**src/rtl/fir_pkg.sv**
```systemverilog
// Shared FIR datapath package: default widths and adder-tree sizing helpers.
package fir_pkg;

   localparam int unsigned DefInDatawidth = 8;
   localparam int unsigned DefNInputs     = 4;

   // Full-precision width of a sum of n operands of width w.
   function automatic int unsigned add_width(input int unsigned w, input int unsigned n);
      return w + $clog2(n);
   endfunction

   // Node count remaining after l pairwise tree levels.
   function automatic int unsigned level_nodes(input int unsigned n, input int unsigned l);
      return (n + (32'd1 << l) - 32'd1) >> l;
   endfunction

endpackage

```
**src/rtl/pipelined_adder_tree_if.sv**
```systemverilog
// Operand/sum valid-ready bundle for the pipelined adder tree.
interface pipelined_adder_tree_if
   import fir_pkg::*;
#(
   parameter int unsigned IN_DATAWIDTH = DefInDatawidth,
   parameter int unsigned N_INPUTS     = DefNInputs
);

   localparam int unsigned OUT_DATAWIDTH = add_width(IN_DATAWIDTH, N_INPUTS);

   logic [N_INPUTS*IN_DATAWIDTH-1:0] in_data;
   logic                             cin;
   logic                             in_valid;
   logic                             in_ready;
   logic [OUT_DATAWIDTH-1:0]         sum;
   logic                             out_valid;
   logic                             out_ready;

   modport master (
      output in_data, cin, in_valid, out_ready,
      input  in_ready, sum, out_valid
   );

   modport slave (
      input  in_data, cin, in_valid, out_ready,
      output in_ready, sum, out_valid
   );

endinterface

```
**src/rtl/adder_tree_stage.sv**
```systemverilog
// One adder-tree level: pairwise extended adds, odd trailing node passed through,
// result registered under a load enable.
module adder_tree_stage
   import fir_pkg::*;
#(
   parameter int unsigned IN_W    = 8,
   parameter int unsigned N_NODES = 4,
   parameter bit          SIGNED  = 1'b0,
   localparam int unsigned OUT_W  = IN_W + 1,
   localparam int unsigned N_OUT  = level_nodes(N_NODES, 1)
) (
   input  logic                   clk,
   input  logic                   rst,
   input  logic                   en_i,
   input  logic                   cin_i,
   input  logic [N_NODES*IN_W-1:0] data_i,
   output logic [N_OUT*OUT_W-1:0]  data_o
);

   logic [N_OUT*OUT_W-1:0] data_d, data_q;

   function automatic logic [OUT_W-1:0] ext(input logic [IN_W-1:0] x);
      return {SIGNED & x[IN_W-1], x};
   endfunction

   // One extra bit per level means neither the pair sum nor the carry-in can overflow.
   always_comb begin
      data_d = '0;
      for (int unsigned j = 0; j < N_NODES / 2; j++) begin
         data_d[j*OUT_W +: OUT_W] = ext(data_i[2*j*IN_W +: IN_W])
                                  + ext(data_i[(2*j+1)*IN_W +: IN_W])
                                  + {{(OUT_W-1){1'b0}}, (j == 0) & cin_i};
      end
      if (N_NODES % 2 == 1) begin
         data_d[(N_OUT-1)*OUT_W +: OUT_W] = ext(data_i[(N_NODES-1)*IN_W +: IN_W]);
      end
   end

   always_ff @(posedge clk or posedge rst) begin
      if (rst) begin
         data_q <= '0;
      end else if (en_i) begin
         data_q <= data_d;
      end
   end

   assign data_o = data_q;

endmodule

```
**src/rtl/pipelined_adder_tree.sv**
```systemverilog
// Pipelined N-operand adder tree with carry-in; whole pipeline stalls on backpressure.
module pipelined_adder_tree
   import fir_pkg::*;
#(
   parameter int unsigned IN_DATAWIDTH = DefInDatawidth,
   parameter int unsigned N_INPUTS     = DefNInputs,
   parameter bit          SIGNED       = 1'b0
) (
   input logic                  clk,
   input logic                  rst,
   pipelined_adder_tree_if.slave bus
);

   localparam int unsigned LEVELS        = $clog2(N_INPUTS);
   localparam int unsigned OUT_DATAWIDTH = add_width(IN_DATAWIDTH, N_INPUTS);

   logic              advance;
   logic [LEVELS-1:0] valid_d, valid_q;

   assign advance = !valid_q[LEVELS-1] | bus.out_ready;

   for (genvar l = 0; l < LEVELS; l++) begin : g_lvl
      localparam int unsigned NIn  = level_nodes(N_INPUTS, l);
      localparam int unsigned WIn  = IN_DATAWIDTH + l;
      localparam int unsigned NOut = level_nodes(N_INPUTS, l + 1);

      logic [NIn*WIn-1:0]      din;
      logic [NOut*(WIn+1)-1:0] dout;

      if (l == 0) begin : g_first
         assign din = bus.in_data;
      end else begin : g_next
         assign din = g_lvl[l-1].dout;
      end

      // cin rides with its operand set by entering only the first level.
      adder_tree_stage #(
         .IN_W    (WIn),
         .N_NODES (NIn),
         .SIGNED  (SIGNED)
      ) u_stage (
         .clk    (clk),
         .rst    (rst),
         .en_i   (advance),
         .cin_i  ((l == 0) ? bus.cin : 1'b0),
         .data_i (din),
         .data_o (dout)
      );
   end

   always_comb begin
      valid_d    = '0;
      valid_d[0] = bus.in_valid;
      for (int unsigned l = 1; l < LEVELS; l++) begin
         valid_d[l] = valid_q[l-1];
      end
   end

   always_ff @(posedge clk or posedge rst) begin
      if (rst) begin
         valid_q <= '0;
      end else if (advance) begin
         valid_q <= valid_d;
      end
   end

   assign bus.in_ready  = advance;
   assign bus.out_valid = valid_q[LEVELS-1];
   assign bus.sum       = OUT_DATAWIDTH'(g_lvl[LEVELS-1].dout);

endmodule

```
**src/flat_wrapper.sv**
```systemverilog
// flat-port wrapper written by rule: the top's interface ports become plain ports
module pipelined_adder_tree_flat import fir_pkg::*;
#(
   parameter int unsigned IN_DATAWIDTH = DefInDatawidth,
   parameter int unsigned N_INPUTS     = DefNInputs,
   parameter bit          SIGNED       = 1'b0
)
  (clk, rst, bus_in_data, bus_cin, bus_in_valid, bus_out_ready, bus_in_ready, bus_sum, bus_out_valid);
  pipelined_adder_tree_if #(.IN_DATAWIDTH(IN_DATAWIDTH), .N_INPUTS(N_INPUTS)) bus_i ();
  input logic clk;
  input logic rst;
  input wire logic [$bits(bus_i.in_data)-1:0] bus_in_data;
  input wire logic [$bits(bus_i.cin)-1:0] bus_cin;
  input wire logic [$bits(bus_i.in_valid)-1:0] bus_in_valid;
  input wire logic [$bits(bus_i.out_ready)-1:0] bus_out_ready;
  output wire logic [$bits(bus_i.in_ready)-1:0] bus_in_ready;
  output wire logic [$bits(bus_i.sum)-1:0] bus_sum;
  output wire logic [$bits(bus_i.out_valid)-1:0] bus_out_valid;
  assign bus_i.in_data = bus_in_data;
  assign bus_i.cin = bus_cin;
  assign bus_i.in_valid = bus_in_valid;
  assign bus_i.out_ready = bus_out_ready;
  assign bus_in_ready = bus_i.in_ready;
  assign bus_sum = bus_i.sum;
  assign bus_out_valid = bus_i.out_valid;
  pipelined_adder_tree #(.IN_DATAWIDTH(IN_DATAWIDTH), .N_INPUTS(N_INPUTS), .SIGNED(SIGNED)) u_core (.clk(clk), .rst(rst), .bus(bus_i));
endmodule
```
**config.mk**
```make
export PLATFORM = sky130hd
export DESIGN_NAME = pipelined_adder_tree_flat
export DESIGN_NICKNAME = d
export VERILOG_FILES = /design/src/rtl/fir_pkg.sv /design/src/rtl/pipelined_adder_tree_if.sv /design/src/rtl/adder_tree_stage.sv /design/src/rtl/pipelined_adder_tree.sv /design/src/flat_wrapper.sv
export SDC_FILE = /design/constraint.sdc
export NUM_CORES = 1
export LEC_CHECK = 0
export CORE_ASPECT_RATIO = 1.2
export CORE_MARGIN = 2
export CORE_UTILIZATION = 51
export DETAILED_ROUTE_END_ITERATION = 6
export PLACE_DENSITY_LB_ADDON = 0.2
export SKIP_LAST_GASP = 1
export SLEW_MARGIN = 20
export SYNTH_ARGS = -nofsm -noshare
export SYNTH_HDL_FRONTEND = slang
export SYNTH_SLANG_ARGS = --single-unit
```
**constraint.sdc**
```tcl
create_clock -name clk -period 2.2 [get_ports clk]
set_input_delay 0.22 -clock clk [delete_from_list [all_inputs] [get_ports clk]]
set_output_delay 0.22 -clock clk [all_outputs]
set_load 0.01 [all_outputs]
```
# Yosys cells after proc, flatten, opt, wreduce, memory -nomap -nowiden
# Index checks and enable logic that the tools add are counted.
[op_classes]
add_sub_neg = 4
n_bitwise = 1
n_reduce_logical = 1
[ops]
columns = ["op", "count"]
rows = [
  ["$add A8 B8 Y9", 2],
  ["$add A9 B9 Y10", 1],
  ["$add A9 B1 Y9", 1],
  ["$logic_not A1 Y1", 1],
  ["$or A1 B1 Y1", 1],
]
[totals]
register_bits = 30
word_cells = 9

# Longest topological paths before layout
[depth]
ltp_word = 2
mapped_depth = 7
mapped_depth_nobuf = 7

# By module
# Synthesis repeated with hierarchy kept, for this count alone.
[hier_totals]
cells_unflattened = 222
area_unflattened_um2 = 2224.6
[modules_own_cells]
columns = ["module", "seq_area_each_um2", "cells_each", "instances", "area_per_inst_um2"]
rows = [
  ["adder_tree_stage (u_core.g_lvl[0].u_stage)", 450.4, 137, 1, 1371.3],
  ["adder_tree_stage (u_core.g_lvl[1].u_stage)", 250.2, 78, 1, 759.5],
  ["pipelined_adder_tree", 50.0, 7, 1, 93.8],
]

# Worst setup path after synthesis
# Ideal clock, no wire load.
[synth_path]
path_type = "in2reg"
start = "in bus_in_data[16]"
end = "reg u_core.g_lvl[0].u_stage.data_q[17]"
arrival_time_ns = 1.692
cell_stages = 6
slack_ns = 0.384
t_required_ns = 2.076
n_path_buf = 0
setup_ns = 0.124
path_cell_list = "ha_1 -> fa_1 -> a211oi_2 -> nor2_1 -> o31a_1 -> o31a_1"
[synth_via]
elab_chain_len = 1
[synth_lines]
columns = ["item", "line_no", "rtl"]
rows = [
  ["start: declaration", "flat_wrapper.sv:12", "input wire logic [$bits(bus_i.in_data)-1:0] bus_in_data;"],
  ["$add A8 B8 Y9", "adder_tree_stage.sv:31", "+ ext(data_i[(2*j+1)*IN_W +: IN_W])"],
  ["end signal: assignment", "adder_tree_stage.sv:43", "data_q <= data_d;"],
  ["end: declaration", "adder_tree_stage.sv:20", "logic [N_OUT*OUT_W-1:0] data_d, data_q;"],
]
# No other way between the ends.
# A chain may end at the register's enable or synchronous reset.

# Final worst setup path
# Same ends and word-level chain as after synthesis.

==> impl_metrics.ini <==
[placement]
dp_hpwl_um = 3970
place.gp.congestion = 0.836
numPortBuffers = 48

[global_routing]
grt_max_degree = 32
globalRouteOverflowTotal = 0
grtUsageTotal_pct = 23.0
global_route_wire_length_before_repair_um = 9130
grt_pass1_vias = 2079
grt_antenna_before_repair = 0

[die]
start_util_pct = 53.4
floorplan.core_area_um2 = 4260
die_w_um = 65
std_cell_rows = 26
floorplan.die.height_um = 77.2
die_area_um2 = 5020
design.portCount = 49

[critical_path]
worst_setup_path_endpoint = u_core.g_lvl[0].u_stage.data_o[17]
startpoint_of_the_worst_slack_reg_to_reg_timing_path = u_core.g_lvl[0].u_stage.data_o[0]
setup.worst_path.end_class = flop
cp_data_required_time_ps = 2360
crit_path_start = bus_in_data[16]
category_of_the_critical_setup_timing_path = in -> reg
ff2ff_path_depth = 8
timing.critical_path.fanout_max = 2
critical_path.reg2reg.endpoint = u_core.g_lvl[1].u_stage.data_o[8]
internal_reg_to_reg_setup_slack_ps = 280
cp-start-kind = input port
crit_arrival_ps = 2160

[cells_and_area]
layout.filler_cells = 354
antenna_cells = 0
layout_common_cells = sky130_fd_sc_hd__clkdlybuf4s50_1, sky130_fd_sc_hd__dfrtp_1, sky130_fd_sc_hd__nand2_1
final_common_cell = sky130_fd_sc_hd__clkdlybuf4s50_1
layout-area-overhead-vs-synth_pct = 29.2
fraction_of_layout_instances_using_a_drive_strength_above_1_pct = 7.00
layout_net_count = 364

[sta]
hold_slack_ps = 343
grt_setup_unrepaired = false
slew_violations = 0
max_slew_margin_pct = 71.4
final.setup_skew_ps = 3.25
setup_total_negative_slack_ps = 0
hold_viol = 0
period_needed_ps = 2000
fmax_mhz = 501
worstMarginPinSlew_ps = 428
final.period_utilization_pct = 90.7
report.final.setup_viol = 0

[cts]
cts-buffers-inserted = 5
cts_tree = yes
numClockSinks = 30
cts.path.max_buffers = 2
post_cts_hold_buffer_count = 0
cts_setup_buffers = 0
ctsResizeCount = 0
h-tree-depth = 2
clockRootBuffer = sky130_fd_sc_hd__clkbuf_8
clock_latency_ps = 270
cts.reportedPaths.clkPinSlew_ps = 60

[synthesis]
synth_enable_flop_cells = 0
ys_async_sr_fraction_pct = 100
yosysUniqueCellTypes = 43
synth_seq_area_share_pct = 33.0
number_of_nets_produced_by_synthesis = 307
yosys_register_bits = 30
postSynthCellCount = 242
ys_warn_count = 0
synth_area_um2 = 2280
synth-main-ff-cell = sky130_fd_sc_hd__dfrtp_1
post_synth.cell_area_avg_um2 = 9.41

[outcome]
run_status = finished clean

[power_and_ir_drop]
clockPowerShare_pct = 17.9
power-per-cell-area_nw_per_um2 = 844
internal_power_uw = 1590
p_seq_share_pct = 33.7
switching_share_pct = 35.9
p_switching_uw = 891
p_leak_uw = 0.00127
vdd_drop_max_uv = 517
combinationalPowerShare_pct = 48.4

[routing]
route.antenna.remaining_nets = 0
drcViolationCount = 0
routed_wl_um = 5030
via_count = 2065
first_iter_violations = 88
dr_pass1_iterations = 4
vias_per_cell = 5.80
post_drt_wl_per_cell_um = 14.1

[hold_path]
holdCritPathClass = in -> async

[job]
drv.max_cap_violation_count = 0
==> logic make-up after synthesis <==
kind of cell               synth area share (%)
adders and majority gates                  16.7
AOI/OAI and AO/OA                          23.2
and+or+nand+nor                            20.0
muxes                                      1.32
xor gates and xnor gates                   1.54
buffers and inverters                      4.29
DFF                                        33.0
==> flip-flops by register name, indices dropped and copies added (netlist names) <==
name                         cells
u_core.g_lvl.u_stage.data_o     28
u_core.valid_q                   2
==> worst max-delay path, cell delays in order <==
cell and delay (ps):
sky130_fd_sc_hd__clkdlybuf4s50_1 400, sky130_fd_sc_hd__ha_1 230, sky130_fd_sc_hd__fa_1 410, sky130_fd_sc_hd__a211oi_2 270, sky130_fd_sc_hd__nor2_1 90, sky130_fd_sc_hd__o31a_1 260, sky130_fd_sc_hd__o31a_1 270
==> final cells by class <==
type | instances | area [um^2] | share of cell area (%)
multi-input combinational | 193 | 1430 | 48.6
timing repair buffer | 59 | 563 | 19.1
inverter | 10 | 37.5 | 1.28
clock inverter | 1 | 5.00 | 0.170
clock buffer | 7 | 86.3 | 2.93
sequential | 30 | 751 | 25.5
tap | 56 | 70.1 | 2.38
==> metal layers <==
layer  wire [um]  global-route usage, %
met5           0                      0
met4         104                   6.60
met3         184                   4.84
met2        2600                   39.6
met1        2150                   28.7
==> stage by stage <==
step	cells	power [uW]	util, %	setup WS, ps	cell area [um^2]
floorplan	242	1580	-	384	2280
global placement	348	2000	66.9	-45.8	2850
detailed placement	348	2040	66.9	-91.4	2850
CTS	356	2500	69.0	198	2940
global route	356	2700	69.0	109	2940
finish	356	2480	69.0	205	2940
==> cell usage after synthesis (3+ instances only) <==
master                      n  share of area (%)
sky130_fd_sc_hd__fa_1       4                3.5
sky130_fd_sc_hd__inv_1     10                1.6
sky130_fd_sc_hd__nand2b_1   3               0.82
sky130_fd_sc_hd__nand3_1    7                1.5
sky130_fd_sc_hd__o21a_1     7                2.3
sky130_fd_sc_hd__buf_2      6                1.3
sky130_fd_sc_hd__a211oi_1   9                3.0
sky130_fd_sc_hd__o21ai_0   15                3.3
sky130_fd_sc_hd__a221oi_1   4                1.5
sky130_fd_sc_hd__o21bai_1   4                1.3
sky130_fd_sc_hd__ha_1      24                 13
sky130_fd_sc_hd__o31a_1     3                1.2
sky130_fd_sc_hd__nand2_1   26                4.3
sky130_fd_sc_hd__a21oi_1   10                2.2
sky130_fd_sc_hd__o31ai_1    7                2.3
sky130_fd_sc_hd__nor2_1     8                1.3
sky130_fd_sc_hd__dfrtp_1   30                 33
sky130_fd_sc_hd__nor3b_1   16                5.3
sky130_fd_sc_hd__nor3_1     9                2.0
sky130_fd_sc_hd__nand3b_1   3               0.99
sky130_fd_sc_hd__a21o_1     4                1.3
sky130_fd_sc_hd__mux2i_1    3                1.3
==> worst min-delay path by stage <==
| stage | start | to | slack [ps] | cells after the start |
|---|---|---|---|---|
| 3_3_place_gp | u_core.g_lvl[1].u_stage.data_o[0] | u_core.g_lvl[1].u_stage.data_o[0] | 450 | 2 |
| 5_1_grt | rst | u_core.g_lvl[1].u_stage.data_o[0] | 390 | 3 |
| 4_1_cts | rst | u_core.g_lvl[0].u_stage.data_o[6] | 370 | 3 |
| 3_5_place_dp | u_core.valid_q[0] | u_core.valid_q[1] | 460 | 1 |
| 2_1_floorplan | rst | u_core.g_lvl[0].u_stage.data_o[0] | 310 | 1 |
| 6_report | rst | u_core.g_lvl[0].u_stage.data_o[1] | 340 | 3 |
==> power by group through the flow <==
stage	Clock [uW]	Combinational [uW]	Sequential, uW
finish	445	1200	837
global route	494	1350	851
CTS	458	1200	837
floorplan	0	726	854
detailed placement	0	1190	845
global placement	0	1160	839
(Power assumes the default switching activity.)
